## config.mk

```make
export PLATFORM = sky130hd
export DESIGN_NAME = control_unit
export DESIGN_NICKNAME = d
export VERILOG_FILES = /design/src/rtl/control_pkg.sv /design/src/rtl/control_unit.sv
export SDC_FILE = /design/constraint.sdc
export NUM_CORES = 1
export LEC_CHECK = 0
export ABC_AREA = 0
export CORE_ASPECT_RATIO = 0.8
export CORE_MARGIN = 2
export CORE_UTILIZATION = 24
export DETAILED_ROUTE_END_ITERATION = 10
export PLACE_DENSITY_LB_ADDON = 0.12
export SLEW_MARGIN = 5
export SYNTH_ARGS = -nofsm -noshare
export SYNTH_HDL_FRONTEND = slang
export SYNTH_SLANG_ARGS = --single-unit
export TNS_END_PERCENT = 5
```

## constraint.sdc

```tcl
create_clock -name Clock -period 1.3 [get_ports Clock]
set_input_delay 0.195 -clock Clock [delete_from_list [all_inputs] [get_ports Clock]]
set_output_delay 0.195 -clock Clock [all_outputs]
set_load 0.005 [all_outputs]
```

## src/rtl/control_pkg.sv

```systemverilog
// control_pkg: shared opcodes, datapath function/select codes and the
// sequencer state type used by control_unit.
package control_pkg;

  // Opcodes (IROut[15:10])
  localparam logic [5:0] OP_BRA   = 6'h00;
  localparam logic [5:0] OP_BNE   = 6'h01;
  localparam logic [5:0] OP_BEQ   = 6'h02;
  localparam logic [5:0] OP_LDI   = 6'h03;
  localparam logic [5:0] OP_LDM   = 6'h04;
  localparam logic [5:0] OP_STM   = 6'h05;
  localparam logic [5:0] OP_ADD   = 6'h06;
  localparam logic [5:0] OP_INCAR = 6'h07;
  localparam logic [5:0] OP_HLT   = 6'h3F;

  // RF / ARF function codes
  localparam logic [2:0] FUN_HOLD  = 3'b000;
  localparam logic [2:0] FUN_INC   = 3'b001;
  localparam logic [2:0] FUN_LOAD  = 3'b010;
  localparam logic [2:0] FUN_CLEAR = 3'b011;

  // ALU function codes
  localparam logic [4:0] ALU_PASSA = 5'b10000;
  localparam logic [4:0] ALU_ADD16 = 5'b10100;

  // MuxA/MuxB selects
  localparam logic [1:0] MUX_ALU  = 2'b00;
  localparam logic [1:0] MUX_OUTC = 2'b01;
  localparam logic [1:0] MUX_MEM  = 2'b10;
  localparam logic [1:0] MUX_IMM  = 2'b11;

  // ARF read selects
  localparam logic [1:0] ARF_PC = 2'b00;
  localparam logic [1:0] ARF_SP = 2'b01;
  localparam logic [1:0] ARF_AR = 2'b10;

  // Active-low write enables
  localparam logic [2:0] ARF_EN_NONE = 3'b111;
  localparam logic [2:0] ARF_EN_PC   = 3'b011;
  localparam logic [2:0] ARF_EN_AR   = 3'b101;
  localparam logic [3:0] RF_EN_NONE  = 4'b1111;

  typedef enum logic [1:0] {FETCH_L, FETCH_H, EXEC, HALT} state_t;

  // Active-low enable for register Rx: bit 3 = R1 ... bit 0 = R4.
  function automatic logic [3:0] rf_en(input logic [1:0] rx);
    return ~(4'b1000 >> rx);
  endfunction

endpackage

```

## src/rtl/control_unit.sv

```systemverilog
// control_unit: three-cycle fetch/fetch/execute sequencer driving the
// ArithmeticLogicUnitSystem control word.
//   Clock, Reset       : clock, async active-high reset
//   IROut, ALUOutFlag  : instruction register and {Z,C,N,O} flags
//   RF_*/ALU_*/ARF_*/IR_*/Mem_*/Mux*Sel : datapath control word
//   T, Halted, InstrDone : sequence counter and status
module control_unit
  import control_pkg::*;
(
  input  logic        Clock,
  input  logic        Reset,
  input  logic [15:0] IROut,
  input  logic [3:0]  ALUOutFlag,
  output logic [2:0]  RF_OutASel,
  output logic [2:0]  RF_OutBSel,
  output logic [2:0]  RF_FunSel,
  output logic [3:0]  RF_RegSel,
  output logic [3:0]  RF_ScrSel,
  output logic [4:0]  ALU_FunSel,
  output logic        ALU_WF,
  output logic [1:0]  ARF_OutCSel,
  output logic [1:0]  ARF_OutDSel,
  output logic [2:0]  ARF_FunSel,
  output logic [2:0]  ARF_RegSel,
  output logic        IR_LH,
  output logic        IR_Write,
  output logic        Mem_CS,
  output logic        Mem_WR,
  output logic [1:0]  MuxASel,
  output logic [1:0]  MuxBSel,
  output logic        MuxCSel,
  output logic [2:0]  T,
  output logic        Halted,
  output logic        InstrDone
);

  state_t state_q, state_d;

  logic [5:0] opcode;
  logic [1:0] rx, ry;
  logic       z_flag;
  logic       unused_bits;

  assign opcode = IROut[15:10];
  assign rx     = IROut[9:8];
  assign ry     = IROut[1:0];
  assign z_flag = ALUOutFlag[3];
  // Immediate byte is routed by the datapath mux, and C/N/O are not decoded here.
  assign unused_bits = ^{IROut[7:2], ALUOutFlag[2:0]};

  always_ff @(posedge Clock or posedge Reset) begin
    if (Reset) state_q <= FETCH_L;
    else       state_q <= state_d;
  end

  always_comb begin
    // Idle word first; each state overrides only the fields it uses.
    state_d     = state_q;
    RF_OutASel  = 3'b000;
    RF_OutBSel  = 3'b000;
    RF_FunSel   = FUN_HOLD;
    RF_RegSel   = RF_EN_NONE;
    RF_ScrSel   = RF_EN_NONE;
    ALU_FunSel  = 5'b00000;
    ALU_WF      = 1'b0;
    ARF_OutCSel = ARF_PC;
    ARF_OutDSel = ARF_PC;
    ARF_FunSel  = FUN_HOLD;
    ARF_RegSel  = ARF_EN_NONE;
    IR_LH       = 1'b0;
    IR_Write    = 1'b0;
    Mem_CS      = 1'b1;
    Mem_WR      = 1'b0;
    MuxASel     = MUX_ALU;
    MuxBSel     = MUX_ALU;
    MuxCSel     = 1'b0;
    T           = 3'd0;
    Halted      = 1'b0;
    InstrDone   = 1'b0;

    // Reset gates the word so an aborted instruction writes nothing.
    if (!Reset) begin
      unique case (state_q)
        FETCH_L, FETCH_H: begin
          ARF_OutDSel = ARF_PC;
          Mem_CS      = 1'b0;
          IR_Write    = 1'b1;
          IR_LH       = (state_q == FETCH_H);
          ARF_FunSel  = FUN_INC;
          ARF_RegSel  = ARF_EN_PC;
          T           = (state_q == FETCH_H) ? 3'd1 : 3'd0;
          state_d     = (state_q == FETCH_H) ? EXEC : FETCH_H;
        end
        EXEC: begin
          T         = 3'd2;
          InstrDone = 1'b1;
          state_d   = (opcode == OP_HLT) ? HALT : FETCH_L;
          case (opcode)
            OP_BRA, OP_BNE, OP_BEQ: begin
              if ((opcode == OP_BRA) ||
                  (opcode == OP_BNE && !z_flag) ||
                  (opcode == OP_BEQ &&  z_flag)) begin
                MuxBSel    = MUX_IMM;
                ARF_FunSel = FUN_LOAD;
                ARF_RegSel = ARF_EN_PC;
              end
            end
            OP_LDI: begin
              MuxASel   = MUX_IMM;
              RF_FunSel = FUN_LOAD;
              RF_RegSel = rf_en(rx);
            end
            OP_LDM: begin
              ARF_OutDSel = ARF_AR;
              Mem_CS      = 1'b0;
              MuxASel     = MUX_MEM;
              RF_FunSel   = FUN_LOAD;
              RF_RegSel   = rf_en(rx);
            end
            OP_STM: begin
              RF_OutASel  = {1'b0, rx};
              ALU_FunSel  = ALU_PASSA;
              MuxCSel     = 1'b0;
              ARF_OutDSel = ARF_AR;
              Mem_CS      = 1'b0;
              Mem_WR      = 1'b1;
            end
            OP_ADD: begin
              RF_OutASel = {1'b0, rx};
              RF_OutBSel = {1'b0, ry};
              ALU_FunSel = ALU_ADD16;
              ALU_WF     = 1'b1;
              MuxASel    = MUX_ALU;
              RF_FunSel  = FUN_LOAD;
              RF_RegSel  = rf_en(rx);
            end
            OP_INCAR: begin
              ARF_FunSel = FUN_INC;
              ARF_RegSel = ARF_EN_AR;
            end
            default: ; // HLT and undefined opcodes: idle word
          endcase
        end
        HALT: begin
          Halted = 1'b1;
        end
        default: state_d = FETCH_L;
      endcase
    end
  end

endmodule

```

== Yosys cells after proc, flatten, opt, wreduce, memory -nomap -nowiden ==
Cells that the tools add are included.

* Shift-type cells: 1
* Muxes and demuxes: 56
* Equal/unequal tests: 11
* Reduce and logical (&&, ||, !) cells: 14
* Bitwise operators: 2

{| class="wikitable"
|+ Operator list
! operator !! number
|-
| $mux 2 || 23
|-
| $eq 6x3->1 const B || 4
|-
| $pmux 2 s2 || 5
|-
| $mux 1 || 17
|-
| $eq 6x2->1 const B || 2
|-
| $mux 4 || 3
|-
| $pmux 3 s2 || 2
|-
| $mux 5 || 2
|-
| $pmux 5 s2 || 1
|-
| $eq 6x1->1 const B || 1
|-
| $eq 6x6->1 const B || 1
|-
| $logic_not 6->1 || 1
|-
| $mux 3 || 2
|-
| $reduce_or 2->1 || 3
|-
| $reduce_or 3->1 || 2
|-
| $eq 2x2->1 const B || 2
|-
| $not 4->4 || 1
|-
| $shr 4x2->4 const A || 1
|-
| $eq 2x1->1 const B || 1
|-
| $logic_and 1x1->1 || 2
|-
| $logic_not 2->1 || 1
|-
| $logic_or 1x1->1 || 2
|-
| $pmux 1 s2 || 1
|-
| $reduce_and 2->1 || 1
|-
| other kinds (3) || 3
|}

* Word-level logic and storage cells: 85
* Bits of input ports: 22
* Output and inout bits: 47
* Register bits: 2

== Longest topological paths before layout ==
Gate-level depths: netlist (run 1).

* Depth after elaboration: 8
* Depth in mapped cells: 5

== Least setup slack after synthesis (run 1) ==
OpenSTA, ideal clock, no wires.

* Path kind: reg-to-output
* From: register state_q[0]
* To: output RF_RegSel[0]
* Data arrival time: 1.199 ns
* Stages on the path, launching flop included: 4
* Slack: -0.094 ns
* Path buffers: 0
* Required time: 1.105 ns
* Cells stage by stage: dfrtp_1 > or2_1 > a2111oi_4 > nand3_1

* Word-level cells in the longest chain between the ends: 3

{| class="wikitable"
|+ RTL lines
! what !! line !! source
|-
| from (decl) || control_unit.sv:37 || <nowiki>state_t state_q, state_d;</nowiki>
|-
| from (signal assigned) || control_unit.sv:53 || <nowiki>else state_q <= state_d;</nowiki>
|-
| $eq 2x2->1 || control_unit.sv:83 || <nowiki>unique case (state_q)</nowiki>
|-
| $mux 4 || control_unit.sv:83 ||
|-
| $mux 4 || control_unit.sv:82 || <nowiki>if (!Reset) begin</nowiki>
|-
| to (decl) || control_unit.sv:17 || <nowiki>output logic [3:0] RF_RegSel,</nowiki>
|}

No other way between the ends.

== Final worst setup path (run 1) ==
Same ends and word-level chain as after synthesis.

==> results.yml, run 1 <==
floorplan:
  coreArea_sq_um: 2420
  die_area_sq_um: 2930
  fp.dieH_um: 48.8
  initial_utilization_pct: 24.9
  ios: 69
  rows: 16
  fp.dieW_um: 60.0
clock_tree:
  cts.clk_slew.worst_paths_ps: 30
  hold_buffers: 0
  cts_tree: "done"
  cts_buffers: 3
  clockBufferDepth: 2
  cts_htree_levels: 1
  clkLatencyLatePin_ps: 220
  root_buffer: "clkbuf_4"
  clock-sinks: 2
power:
  power_frac_clock_pct: 13.8
  power_frac_comb_pct: 73.2
  internal-power_uw: 604
  power.leakage_nw: 0.588
  irDropWorstVdd_uv: 874
  p_per_area_nw_per_um2: 821
  finalPower_uw: 984
  p_sw_share_pct: 38.6
  power_switching_uw: 380
  p_seq_share_pct: 13.0
route:
  wl_per_cell_um: 10.3
  wl_met2_um: 916
  antenna_left: 0
  vias: 718
  drt-vias-per-instance: 3.95
  highest_layer: "met3"
  drt_wl_total_mm: 1.88
  wl_met3_um: 98
  drc: 0
  first_pass_iters: 4
  drt_first_iter_violations: 23
  met1_length_um: 867
finish:
  drive_gt1_share_pct: 57.5
  fillers: 264
  area.growth.synth_to_final_pct: 98.5
  reg.largest.list: "state_q (2)"
  top_register: "state_q"
  nNetsFinal: 170
  num_antenna_cells: 0
  largest_reg_flops: 2
  stdcell_count: 182
  stdcell_area_sq_um: 1200
  mostFrequentLayoutCells: "buf_4 (30), conb_1 (18), buf_2 (16), clkdlybuf4s15_2 (10)"
  layout_commonest_cell: "buf_4"
timing:
  setup_ws_ps: -402
  fin_crit_ps: 1700
  rsz0062_at_grt: "yes"
  finalSetupViolCount: 28
  clock.fmax_mhz: 588
  period_share_pct: 131
  fin_setup_tns_ps: -6600
  hold_viol_final: 0
  slew_violations: 0
  finalClockSkew_ps: 3.14
grt:
  grt_pass1_vias: 693
  grt_pass1_wl_mm: 3.32
  antenna_found_initial: 0
  gr-total-overflow: 0
  grtUsageTotal_pct: 14.4
  grt_max_degree: 9
status:
  failed_checks: "negative setup slack"
  status: "finished, violations left"
placed_design:
  io_buffers: 41
  dp.cells: 168
  gp_congestion: 0.766
  place_area_sq_um: 1080
  dp_hpwl_mm: 1.48
critical_path:
  startpoint_type: "register"
  r2r-start: "state_q[0]"
  critPathLaunch: "state_q[0]"
  critPathMaxFanout: 3
  crit_required_ps: 1110
  worst_setup_path_end_kind: "primary output"
  path_cells: "or2_4, a2111oi_4, buf_4, nand3_1, buf_2"
  max_stage_delay_ps: 410
  slowest_stage: "dfrtp_1"
  criticalPathCategory: "reg -> out"
  worst_ep_arrival_time_ps: 1510
synth:
  syn_inst: 79
  synth_area_sq_um: 603
  ys_warn_count: 0
  synth.distinct_cells: 32
  syn_area_per_cell_sq_um: 7.63
  yosysSeqAreaShare_pct: 8.30
  synth-seq-cells: 2
run:
  maxCapViolCount: 0
min_path:
  hp-class: "in -> async"
==> area by class of cell <==
class	count	area [sq um]	share of cell area, %
Timing Repair Buffer	72	574	48.0
Multi-Input combinational cell	67	498	41.6
Clock buffer	3	22.5	1.88
Sequential cell	2	50.0	4.18
Inverter	2	7.51	0.627
Tap cell	36	45.0	3.76
==> metal layers <==
metal | up-vias | global-route usage (%)
met5 | - | 0
met4 | 0 | 2.22
met3 | 0 | 2.65
met2 | 26 | 23.9
met1 | 329 | 19.4
li1 | 363 | -
==> cell families (layout without fill, tap and decap cells) <==
group                     after synthesis  after routing  synth area share (%)
AOI/OAI and AO/OA                       8              8                  13.1
xor gates and xnor gates                1              1                  1.45
buffers and inverters                  26             77                  32.4
DFF                                     2              2                  8.30
muxes                                   1              1                  1.66
other                                   2             18                  1.25
and+or+nand+nor                        39             39                  41.9
==> worst max-delay path, delay by kind of cell, from the launching register on <==
| kind | cells | cell delay (ps) |
|---|---|---|
| buf+inv | 2 | 300 |
| flops | 1 | 410 |
| compound gates | 1 | 230 |
| simple gates | 2 | 330 |
==> cell usage after synthesis, drive strengths merged <==
cell | n | area share [%]
buf | 24 | 31
nor2 | 7 | 4.4
and3 | 5 | 5.4
nor2b | 5 | 5.2
and2 | 4 | 4.1
nand3 | 4 | 3.3
nand2 | 3 | 1.9
nand3b | 3 | 5.8
conb | 2 | 1.2
dfrtp | 2 | 8.3
inv | 2 | 1.2
or2 | 2 | 2.1
a2111oi | 1 | 4.6
a211oi | 1 | 1.2
a21oi | 1 | 0.83
a2bb2oi | 1 | 1.5
a31oi | 1 | 1.0
mux2i | 1 | 1.7
nand2b | 1 | 2.3
nand4 | 1 | 1.0
nor3 | 1 | 0.83
nor3b | 1 | 1.2
nor4b | 1 | 2.5
o22a | 1 | 1.5
o22ai | 1 | 1.0
o31a | 1 | 1.5
or3 | 1 | 1.9
xor2 | 1 | 1.5
==> power groups by stage <==
stage          Sequential, mW  Clock, mW  Combinational (mW)
2_1_floorplan           0.134          0               0.279
3_5_place_dp            0.119          0               0.637
4_1_cts                 0.128      0.143               0.714
6_report                0.128      0.136               0.720
3_3_place_gp            0.119          0               0.636
5_1_grt                 0.131      0.150               0.791
==> path summary, 6_finish.rpt <==
path	endpoint	slack, ps	cells after the start
worst min-delay path	state_q[0]	290	4
min in group Clock	state_q[1]	580	4
worst min register to register	state_q[1]	690	2
worst max register to register	state_q[1]	30	5
worst max-delay path	RF_RegSel[0]	-400	5
max in group asynchronous	state_q[1]	920	4
==> through the flow <==
step	util [%]	hold slack, ps	setup slack, ps
6_report	49.4	288	-402
5_1_grt	49.4	305	-481
4_1_cts	49.3	281	-500
3_5_place_dp	44.6	659	-963
3_3_place_gp	44.6	658	-942
2_1_floorplan	-	-55.4	-21.8
==> timing repair <==
item	CTS	global route
resized for setup	135	4
setup buffers	11	0
pin swaps	10	2
endpoints found under the setup margin	29	29
gates cloned	0	0
Power figures use the tool's default switching activity.
==> inputs of run 2 (changes only) <==
Settings changed: CORE_MARGIN 2 to not set, PLACE_DENSITY set to 0.86, PLACE_DENSITY_LB_ADDON 0.12 to not set.
==> results.yml, run 2 (same netlist as run 1, synthesis figures left out) <==
finish:
  layout_commonest_cell: "buf_4"
  largest_reg_flops: 2
  top_register: "state_q"
  drive_gt1_share_pct: 60.7
  nNetsFinal: 169
  stdcell_area_sq_um: 1160
  mostFrequentLayoutCells: "buf_4 (27), buf_2 (25), conb_1 (18), clkdlybuf4s15_2 (5)"
  area.growth.synth_to_final_pct: 92.1
  num_antenna_cells: 0
  reg.largest.list: "state_q (2)"
power:
  power_frac_clock_pct: 14.2
  power_frac_comb_pct: 71.9
  internal-power_uw: 571
  finalPower_uw: 933
  p_per_area_nw_per_um2: 805
  irDropWorstVdd_uv: 618
  power.leakage_nw: 0.611
  power_switching_uw: 362
  p_sw_share_pct: 38.8
  p_seq_share_pct: 13.9
min_path:
  hp-class: "in -> async"
timing:
  slew_violations: 0
  hold_viol_final: 0
  fin_setup_tns_ps: -5980
  period_share_pct: 131
  finalClockSkew_ps: 6.03
  clock.fmax_mhz: 586
  setup_ws_ps: -407
  finalSetupViolCount: 28
  rsz0062_at_grt: "yes"
  fin_crit_ps: 1710
critical_path:
  max_stage_delay_ps: 410
  crit_required_ps: 1110
  r2r-end: "state_q[1]"
  worst_ep_arrival_time_ps: 1510
  path_cells: "or2_4, a2111oi_4, buf_4, nand3b_1, buf_2"
  r2r-start: "state_q[0]"
  slowest_stage: "dfrtp_1"
  criticalPathCategory: "reg -> out"
  crit_cells: 5
  critPathLaunch: "state_q[0]"
  critPathTopFamily: "flip-flops"
  critPathMaxFanout: 3
  startpoint_type: "register"
  cp-endpoint: "RF_RegSel[1]"
  r2r_slack_ps: 110
  crit_buf_inv: 2
  worst_setup_path_end_kind: "primary output"
  ff2ff_path_depth: 4
clock_tree:
  cts_tree: "done"
  clock-sinks: 2
  cts_htree_levels: 1
  cts.clk_slew.worst_paths_ps: 30
  cts_buffers: 3
  clkLatencyLatePin_ps: 220
  clockBufferDepth: 2
  root_buffer: "clkbuf_4"
floorplan:
  ios: 69
  coreArea_sq_um: 2270
  initial_utilization_pct: 26.6
  die_area_sq_um: 2720
  fp.dieW_um: 58.0
  fp.dieH_um: 46.8
  rows: 15
grt:
  grt_max_degree: 8
  grtUsageTotal_pct: 15.0
  antenna_found_initial: 0
  grt_pass1_wl_mm: 3.18
  gr-total-overflow: 0
  grt_pass1_vias: 738
placed_design:
  dp_hpwl_mm: 1.41
  gp_congestion: 0.793
  place_area_sq_um: 1070
  io_buffers: 41
  pre_cts_ws_ps: -945
status:
  status: "finished, violations left"
  failed_checks: "design-rule violations, negative setup slack"
route:
  drt_first_iter_violations: 13
  drt-vias-per-instance: 4.02
  vias: 719
  wl_per_cell_um: 10.6
  drt_wl_total_mm: 1.90
  drc: 2
  first_pass_iters: 7
  antenna_left: 0
run:
  maxCapViolCount: 0
run 2: changes by cell type in the layout (fill, tap and decap cells not counted), sizes merged:
cell,previous run,this run
buf,51,56
dlymetal6s2s,0,1
clkdlybuf4s15,11,5
clkdlybuf4s50,5,4
run 2: area by class of cell:
class | instances | area [sq um]
Fill cell | 221 | 1110
Sequential cell | 2 | 50.0
Multi-Input combinational cell | 67 | 514
Tap cell | 34 | 42.5
Timing Repair Buffer | 71 | 522
Clock buffer | 3 | 22.5
Inverter | 2 | 7.51
run 2: power groups by stage:
stage	logic, mW	registers [mW]	clock network, mW
floorplan	0.279	0.134	0
global placement	0.599	0.113	0
detailed placement	0.611	0.113	0
CTS	0.663	0.125	0.139
global route	0.735	0.133	0.144
finish	0.671	0.130	0.132
run 2: metrics by stage:
stage                     std cells  util (%)  hold slack (ps)
after floorplan                  95         -            -55.4
after global placement          165      47.2              635
after detailed placement        165      47.2              634
after CTS                       177      50.9              352
after global routing            179      51.0              397
final                           179      51.0              362
run 2: how the worst min path moves through the flow:
stage                from         end
6_report            Reset  state_q[0]
3_5_place_dp   state_q[0]  state_q[0]
5_1_grt             Reset  state_q[0]
2_1_floorplan       Reset  state_q[0]
3_3_place_gp   state_q[0]  state_q[0]
4_1_cts             Reset  state_q[0]
run 2: worst register-to-register path: stages (launching register included):
cell     delay [ps]
dfrtp_1         410
buf_4           170
nor2b_2         150
buf_4           140
o22a_1          200
run 2: timing repair:
action	4_1_cts	5_1_grt
resized for setup	146	7
buffers inserted	9	2
pin swaps	11	6
setup endpoints to repair	29	29
hold buffers	0	0
cloned	0	0
run 2: routing by layer:
layer | vias to the layer above | global-route usage, % | share of wire (%)
met4 | 0 | 2.86 | 0
li1 | 363 | - | -
met3 | 0 | 1.93 | 5.0
met1 | 329 | 17.4 | 42
met5 | - | 0 | 0
met2 | 27 | 30.3 | 53
==> inputs of run 3 (changes only) <==
Settings changed: MAX_ROUTING_LAYER set to met4, RECOVER_POWER set to 100, TNS_END_PERCENT 5 to not set.
==> results.yml, run 3 (same netlist as run 1, synthesis figures left out) <==
power:
  power.leakage_nw: 0.683
  p_sw_share_pct: 37.4
  power_switching_uw: 484
  internal-power_uw: 809
  power_frac_clock_pct: 10.4
  p_seq_share_pct: 9.9
  power_frac_comb_pct: 79.7
  irDropWorstVdd_uv: 619
  p_per_area_nw_per_um2: 963
critical_path:
  worst_ep_arrival_time_ps: 1630
  path_cells: "or2_4, a2111oi_4, buf_4, nand3b_1, buf_2"
  worst_setup_path_end_kind: "primary output"
  criticalPathCategory: "reg -> out"
  critPathTopFamily: "flip-flops"
  crit_required_ps: 1110
  crit_buf_inv: 2
  slowest_stage: "dfrtp_1"
  startpoint_type: "register"
  critPathMaxFanout: 3
  max_stage_delay_ps: 410
timing:
  fin_crit_ps: 1830
  slew_violations: 0
  rsz0062_at_grt: "yes"
  fin_setup_tns_ps: -9630
  finalSetupViolCount: 29
  hold_viol_final: 0
  finalClockSkew_ps: 4.48
  clock.fmax_mhz: 547
  period_share_pct: 141
  setup_ws_ps: -529
clock_tree:
  cts_tree: "done"
  root_buffer: "clkbuf_4"
  cts.clk_slew.worst_paths_ps: 30
  clockBufferDepth: 2
  clkLatencyLatePin_ps: 220
  cts_htree_levels: 1
  clock-sinks: 2
  cts_buffers: 3
  hold_buffers: 0
floorplan:
  ios: 69
  fp.dieH_um: 46.8
  rows: 15
  die_area_sq_um: 2720
  coreArea_sq_um: 2270
  fp.dieW_um: 58.0
  initial_utilization_pct: 26.6
finish:
  area.growth.synth_to_final_pct: 123
  fillers: 200
  drive_gt1_share_pct: 70.1
  reg.largest.list: "state_q (2)"
  top_register: "state_q"
  largest_reg_flops: 2
  nNetsFinal: 178
  mostFrequentLayoutCells: "buf_2 (24), buf_6 (24), buf_4 (23), conb_1 (18)"
  num_antenna_cells: 0
placed_design:
  pre_cts_ws_ps: -971
  dp_hpwl_mm: 1.55
  gp_congestion: 0.787
  io_buffers: 41
min_path:
  hp-class: "in -> async"
grt:
  grt_max_degree: 6
  gr-total-overflow: 0
  grt_pass1_wl_mm: 3.93
  antenna_found_initial: 0
  grt_pass1_vias: 832
  grtUsageTotal_pct: 20.0
route:
  first_pass_iters: 7
  wl_met2_mm: 1.28
  wl_met3_um: 208
  drt_wl_total_mm: 2.56
  met1_length_um: 972
  vias: 821
  drc: 4
  antenna_left: 0
  drt_first_iter_violations: 23
  drt-vias-per-instance: 4.37
  highest_layer: "met4"
  wl_per_cell_um: 13.6
status:
  failed_checks: "design-rule violations, negative setup slack"
  status: "finished, violations left"
run:
  maxCapViolCount: 0
-- run 3: cell count changes in the layout (fill, tap and decap cells not counted), sizes merged --
cell,change
buf,+16
clkdlybuf4s15,-3
dlygate4sd2,-4
-- run 3: area by class of cell --
| type | count | area [sq um] | area share (%) |
|---|---|---|---|
| Clock buffer | 3 | 22.5 | 1.68 |
| Sequential cell | 2 | 50.0 | 3.73 |
| Inverter | 2 | 7.51 | 0.559 |
| Multi-Input combinational cell | 67 | 557 | 41.5 |
| Timing Repair Buffer | 80 | 663 | 49.4 |
| Tap cell | 34 | 42.5 | 3.17 |
-- run 3: stage by stage --
stage / util [%] / hold slack (ps) / cell area, sq um / std cells / power, mW
global placement: 46.5 / 621 / 1060 / 163 / 0.702
detailed placement: 46.5 / 651 / 1060 / 163 / 0.731
floorplan: - / -55.4 / 663 / 95 / 0.413
CTS: 57.2 / 362 / 1300 / 189 / 1.19
global route: 59.1 / 240 / 1340 / 188 / 1.37
finish: 59.1 / 220 / 1340 / 188 / 1.29
-- run 3: worst min-delay path, cell delays in order --
cell      delay, ps
clkbuf_2        140
buf_4           180
inv_1           110
buf_4           130
-- run 3: timing repair --
| action | in CTS | in global routing |
|---|---|---|
| gates cloned | 0 | 0 |
| gates resized for setup | 173 | 24 |
| pin swaps | 15 | 8 |
| setup endpoints to repair | 29 | 30 |
| buffers inserted | 23 | 3 |
-- run 3: per-layer routing --
layer,vias to the layer above,track usage [%]
met4,0,7.62
met3,8,2.20
met5,-,-
li1,383,-
met2,50,38.2
met1,380,21.8
-- run 3: worst paths after layout --
path | from | endpoint | slack (ps) | cells after the start
hold reg to reg | state_q[0] | state_q[0] | 720 | 2
setup reg to reg | state_q[1] | state_q[0] | 50 | 7
min in group Clock | IROut[12] | state_q[1] | 480 | 4
setup / recovery | state_q[0] | RF_RegSel[1] | -530 | 5
hold / removal | Reset | state_q[0] | 220 | 4
max in group asynchronous | Reset | state_q[1] | 990 | 4
-- run 3: power groups by stage --
stage / Combinational (mW) / Clock (mW) / Sequential [mW]
finish: 1.03 / 0.135 / 0.128
global route: 1.10 / 0.147 / 0.127
CTS: 0.934 / 0.141 / 0.118
detailed placement: 0.615 / 0 / 0.115
global placement: 0.591 / 0 / 0.111
floorplan: 0.279 / 0 / 0.134
